--- config.mk ---
export PLATFORM = sky130hd
export DESIGN_NAME = emesh_ram_responder
export DESIGN_NICKNAME = d
export VERILOG_FILES = /design/src/rtl/emesh_ram_responder.sv
export SDC_FILE = /design/constraint.sdc
export NUM_CORES = 2
export LEC_CHECK = 0
export BUFFER_PORTS_ARGS = -buffer_cell sky130_fd_sc_hd__buf_2
export CORE_ASPECT_RATIO = 1.5
export CORE_MARGIN = 2
export CORE_UTILIZATION = 50
export CTS_CLUSTER_SIZE = 8
export DETAILED_ROUTE_END_ITERATION = 6
export HOLD_SLACK_MARGIN = 0.03
export PLACE_DENSITY = 0.72
export SETUP_SLACK_MARGIN = 0.02
export SKIP_CTS_REPAIR_TIMING = 1
export SLEW_MARGIN = 20
export SYNTH_ARGS = -nofsm -noshare
export SYNTH_HDL_FRONTEND = slang
export SYNTH_SLANG_ARGS = --single-unit
--- constraint.sdc ---
create_clock -name axi_aclk -period 4.6 [get_ports axi_aclk]
set_input_delay 0.23 -clock axi_aclk [delete_from_list [all_inputs] [get_ports axi_aclk]]
set_output_delay 0.23 -clock axi_aclk [all_outputs]
set_load 0.02 [all_outputs]
--- src/rtl/emesh_ram_responder.sv ---
// Emesh RAM responder: DEPTH x DW single-cycle memory, zeroed after reset, that answers
// write requests in place and turns read requests into emesh write-back responses.
module emesh_ram_responder #(
  parameter int unsigned PW    = 104,
  parameter int unsigned AW    = 32,
  parameter int unsigned DW    = 32,
  parameter int unsigned DEPTH = 64
) (
  input  logic          axi_aclk,
  input  logic          axi_aresetn,
  input  logic          wr_access,
  input  logic [PW-1:0] wr_packet,
  output logic          wr_wait,
  input  logic          rd_access,
  input  logic [PW-1:0] rd_packet,
  output logic          rd_wait,
  output logic          rr_access,
  output logic [PW-1:0] rr_packet,
  input  logic          rr_wait
);

  localparam int unsigned IdxW     = $clog2(DEPTH);
  localparam int unsigned NumBytes = DW / 8;
  localparam int unsigned DstLo    = 8;
  localparam int unsigned DataLo   = 8 + AW;
  localparam int unsigned SrcLo    = 8 + AW + DW;

  typedef enum logic [0:0] {StInit, StRun} state_e;

  state_e          state_q, state_d;
  logic [IdxW-1:0] cnt_q, cnt_d;
  logic            rr_access_q, rr_access_d;
  logic [PW-1:0]   rr_packet_q, rr_packet_d;

  logic [DW-1:0]   mem [DEPTH];

  logic            in_init;
  logic            wr_en, rd_en;
  logic [1:0]      wr_mode, rd_mode;
  logic [4:0]      rd_ctrl;
  logic [AW-1:0]   wr_addr, rd_addr, rd_src;
  logic [DW-1:0]   wr_data;
  logic [IdxW-1:0] wr_idx, rd_idx;
  logic [DW-1:0]   wr_word, rd_word, rd_data;

  // Packet field decode
  assign wr_mode = wr_packet[2:1];
  assign wr_addr = wr_packet[DstLo +: AW];
  assign wr_data = wr_packet[DataLo +: DW];
  assign wr_idx  = wr_addr[IdxW+1:2];

  assign rd_mode = rd_packet[2:1];
  assign rd_ctrl = rd_packet[7:3];
  assign rd_addr = rd_packet[DstLo +: AW];
  assign rd_src  = rd_packet[SrcLo +: AW];
  assign rd_idx  = rd_addr[IdxW+1:2];

  // Handshake
  assign in_init   = (state_q == StInit);
  assign wr_wait   = in_init;
  assign rd_wait   = in_init | (rr_access_q & rr_wait);
  assign wr_en     = wr_access & ~wr_wait;
  assign rd_en     = rd_access & ~rd_wait;
  assign rr_access = rr_access_q;
  assign rr_packet = rr_packet_q;

  // Merge write data into the current word, lane by lane
  always_comb begin
    wr_word = mem[wr_idx];
    for (int b = 0; b < NumBytes; b++) begin
      case (wr_mode)
        2'd0: if (wr_addr[1:0] == 2'(b)) wr_word[8*b +: 8] = wr_data[7:0];
        2'd1: if (wr_addr[1] == b[1]) wr_word[8*b +: 8] = wr_data[8*(b%2) +: 8];
        default: wr_word[8*b +: 8] = wr_data[8*b +: 8];
      endcase
    end
  end

  // Read lane select; the array read is combinational so a same-cycle write is not seen
  always_comb begin
    rd_word = mem[rd_idx];
    rd_data = '0;
    case (rd_mode)
      2'd0:    rd_data[7:0]  = rd_word[8*rd_addr[1:0] +: 8];
      2'd1:    rd_data[15:0] = rd_word[16*rd_addr[1] +: 16];
      default: rd_data       = rd_word;
    endcase
  end

  // Response register: load on accept, hold while stalled, drop once consumed
  always_comb begin
    rr_access_d = rr_access_q;
    rr_packet_d = rr_packet_q;
    if (rd_en) begin
      rr_access_d                  = 1'b1;
      rr_packet_d                  = '0;
      rr_packet_d[0]               = 1'b1;
      rr_packet_d[2:1]             = rd_mode;
      rr_packet_d[7:3]             = rd_ctrl;
      rr_packet_d[DstLo +: AW]     = rd_src;
      rr_packet_d[DataLo +: DW]    = rd_data;
    end else if (!rr_wait) begin
      rr_access_d = 1'b0;
    end
  end

  // Init sequencing
  always_comb begin
    state_d = state_q;
    cnt_d   = cnt_q;
    case (state_q)
      StInit: begin
        cnt_d = cnt_q + 1'b1;
        if (cnt_q == IdxW'(DEPTH - 1)) state_d = StRun;
      end
      StRun:   state_d = StRun;
      default: state_d = StInit;
    endcase
  end

  always_ff @(posedge axi_aclk) begin
    if (!axi_aresetn) begin
      state_q     <= StInit;
      cnt_q       <= '0;
      rr_access_q <= 1'b0;
      rr_packet_q <= '0;
    end else begin
      state_q     <= state_d;
      cnt_q       <= cnt_d;
      rr_access_q <= rr_access_d;
      rr_packet_q <= rr_packet_d;
    end
  end

  // Storage is never reset; INIT walks every word to zero instead
  always_ff @(posedge axi_aclk) begin
    if (axi_aresetn) begin
      if (in_init) begin
        mem[cnt_q] <= '0;
      end else if (wr_en) begin
        mem[wr_idx] <= wr_word;
      end
    end
  end

  logic unused_bits;
  assign unused_bits = ^{wr_packet[0], wr_packet[7:3], wr_packet[PW-1:SrcLo],
                         wr_addr[AW-1:IdxW+2], rd_packet[0], rd_packet[DataLo +: DW],
                         rd_addr[AW-1:IdxW+2]};

endmodule

==> results.md <==
* Run status: finished, final reports clean
* Die extent in y at between 500 and 600 um
* YS warnings at 0
* GRT Util Overall at a little over a quarter
* CTS sink cnt at 2,128
* TritonRoute pass-1 iters at 6
* # IOs at 320
* Number of routed nets with antenna violations at 0
* Die Span X at between 300 and 400 um
* Final hold violations at 0
* Share of synthesized registers carrying an async set or reset at 0%
* Number of buffers created by CTS at between 300 and 400
* FF+latch area at about 63,000 um2
* Cell-by-cell listing of the critical path: and3_1, mux2i_2, buf_4, nand3_1, nor2_1
* Final-report max-slew violation count at 0
* Layout-stage area growth over the synthesis result at 16.0%
* Post-route core utilization at between 50% and 60%
* Power Total at ~43 mW
* Initial Utilization at 50.2%
* Setup-failing EPs final at 0
* Synthesized area at approximately 84,000 um2
* RD Place Congestion at around 0.94
* Register clock-pin slew on the reported worst setup and hold paths at 0.05 ns
* Min Clock Period, post-route at roughly 4 ns
* Full die area at around 170,000 um2
* Final #Nets at 5,107
* Avg Vias per Cell at about 6.3
* Average wire per standard cell at around 32 um
* Flops & latches, synth at 2,128
* H-Tree Depth at 5
* Mean area per synthesized cell at just under 20 um2
* Kind of path behind the tightest hold check: input pin to flop
* Largest net degree at the start of global routing at just over 80
* Maximum operating frequency at around 250 MHz
* Setup slack of the most critical reg-to-reg path at between 0.6 and 0.7 ns
* Startpoint type of the worst setup path: flop
* TritonCTS clock tree: yes
* Core area at between 150,000 and 200,000 um2
* Remaining DRCs at 0
* Worst Setup Slack post-DPL at roughly 0.65 ns
* Global-route wire length before repair at about 320 mm
* Drt initial violations at 5,356
* Category of the most critical setup path: flop to flop
* Number of inserted filler cells in the final layout at 11,700
* Number of max-cap violations at 0
* Power per cell area at around 440 nW/um2
* Master of the slowest instance on the critical path: sky130_fd_sc_hd__nor2_1
* Final non-filler cell area at around 98,000 um2
* Portion of the clock cycle consumed by the worst path in the final layout at just under 90%
* Flip-flop cell with the highest count after synthesis: sky130_fd_sc_hd__edfxtp_1
* Req. time, crit path at 5.10 ns
* Slowest Stage Delay on Critical Path at slightly above 0.8 ns
* Arrival time at the worst endpoint at around 4.5 ns
* Crit end category: flop
* Clock Tree Root: sky130_fd_sc_hd__clkbuf_16
* Part of the Yosys area used for sequential elements at between 70% and 80%
* Share of cells above drive strength 1 at between 20% and 30%
* Maximum VDD drop at between 0.0003 and 0.0004 V
* Total number of vias at 45,600
* Source-to-sink clock delay at the later pin of the worst-skew pair at approximately 0.91 ns
* Max FO, Critical Path at 11
* TNS Setup at 0 ns
* Setup repair after global routing missed its margin: false
* Most common cell after layout, fill and taps aside: sky130_fd_sc_hd__edfxtp_1
* Longest Clk Path Bufs at 4
* Count of flip-flops with a built-in enable after synthesis at about 2,000
* Count of buffer and inverter cells on the critical path at 1
* Wire length after detailed routing at ~230 mm
* Cell Rows at 184
* Family with the most delay on the worst path: simple AND/OR/NAND/NOR gates
* Headroom to the max-slew limit at between 20% and 30%
* Top library cells by usage in the layout, fill and taps aside: sky130_fd_sc_hd__edfxtp_1, sky130_fd_sc_hd__mux4_2, sky130_fd_sc_hd__clkbuf_16
* Post-layout worst setup margin at roughly 0.61 ns
* Detailed-placement wirelength estimate at approximately 150 mm
* Initial antenna violation count at 8
* Cell area reported after detailed placement at a little under 90,000 um2
* Vias in the first global route at about 47,000
* Clk_skew at 0.0643 ns
* Actual slew at the worst max-slew pin at about 1.2 ns
* Total area of multi-input combinational cells at slightly below 20,000 um2
* Gr ovfl total at 0
* Number of different library cells in the post-synthesis netlist at 67
* Quantity of I/O buffers inserted on ports at 168
* Leakage power at between 30 and 40 nW
* Post-synthesis cell count at around 4,400
==> synthesized netlist by cell type, drive strengths merged (8+ instances only) <==
master	instances	share of area, %
o21ai	55	0.33
a21boi	43	0.38
o22ai	26	0.19
and2	31	0.23
nand2b	14	0.10
a22o	13	0.14
nor4	13	0.12
o221ai	9	0.094
or2	10	0.074
buf	173	1.6
a31oi	15	0.11
mux2i	266	3.2
nand3b	8	0.071
clkbuf	117	0.52
nand4	17	0.13
or3	11	0.082
and3	8	0.060
a22oi	172	1.5
nand2	212	0.95
nor2b	27	0.20
nor3	11	0.065
nor2	325	1.5
dfxtp	80	1.9
mux4	436	12
edfxtp	2048	73
nand3	60	0.36
a21oi	55	0.33
==> final timing paths <==
kind,end,from,cells past startpoint
worst min register to register,rr_packet[26]$_SDFFE_PN0P_,rr_packet[26]$_SDFFE_PN0P_,2
worst max register to register,mem[2][26]$_DFFE_PP_,state_q$_SDFF_PN0_,5
worst max-delay path,mem[2][26]$_DFFE_PP_,state_q$_SDFF_PN0_,5
worst min-delay path,mem[40][0]$_DFFE_PP_,wr_packet[40],2
==> per-layer routing <==
metal / up-vias / share of wire, % / GRT usage, %
met5: - / 0.022 / 0
met2: 2729 / 51 / 44.9
met4: 8 / 7.2 / 16.6
met3: 659 / 9.3 / 5.47
li1: 18600 / - / -
met1: 23600 / 33 / 30.7
==> report_power, final <==
| part | switching [mW] | total, mW | internal (mW) | leakage, nW |
|---|---|---|---|---|
| Combinational | 1.11 | 1.70 | 0.596 | 8.87 |
| Clock | 7.56 | 19.8 | 12.3 | 4.04 |
| Sequential | 0.0170 | 21.0 | 21.0 | 23.1 |
==> through the flow <==
| step | cells | hold slack, ns |
|---|---|---|
| after global routing | 7177 | 0.0308 |
| after detailed placement | 6754 | 0.456 |
| final | 7182 | 0.0651 |
| after CTS | 7121 | -0.479 |
| after floorplan | 4381 | 0.375 |
| after global placement | 6751 | 0.444 |
==> logic make-up after synthesis <==
logic type      count (synthesis)  synth area share [%]
flops                        2128                  75.1
compound gates                446                  3.72
xor+xnor                        4                0.0417
buf+inv                       298                  2.16
mux                           705                  14.9
fa+ha+maj                       1                0.0149
simple gates                  767                  4.11
other cells                     1               0.00446
==> flip-flops by register name, summed over array words and instances (netlist names) <==
name / flops
rr_access: 1
rr_packet: 72
mem: 2048
cnt_q: 6
state_q: 1
==> area by class of cell <==
cell class              instances  area share (%)
multi-input cells            1955            20.1
inverters                       8          0.0308
flip-flops and latches       2128            64.7
clock inverters                 7          0.0898
clock buffers                 360            8.39
diodes                          7          0.0180
well taps                    2232            2.86
repair buffers                485            3.82
Power figures use the tool's default switching activity.
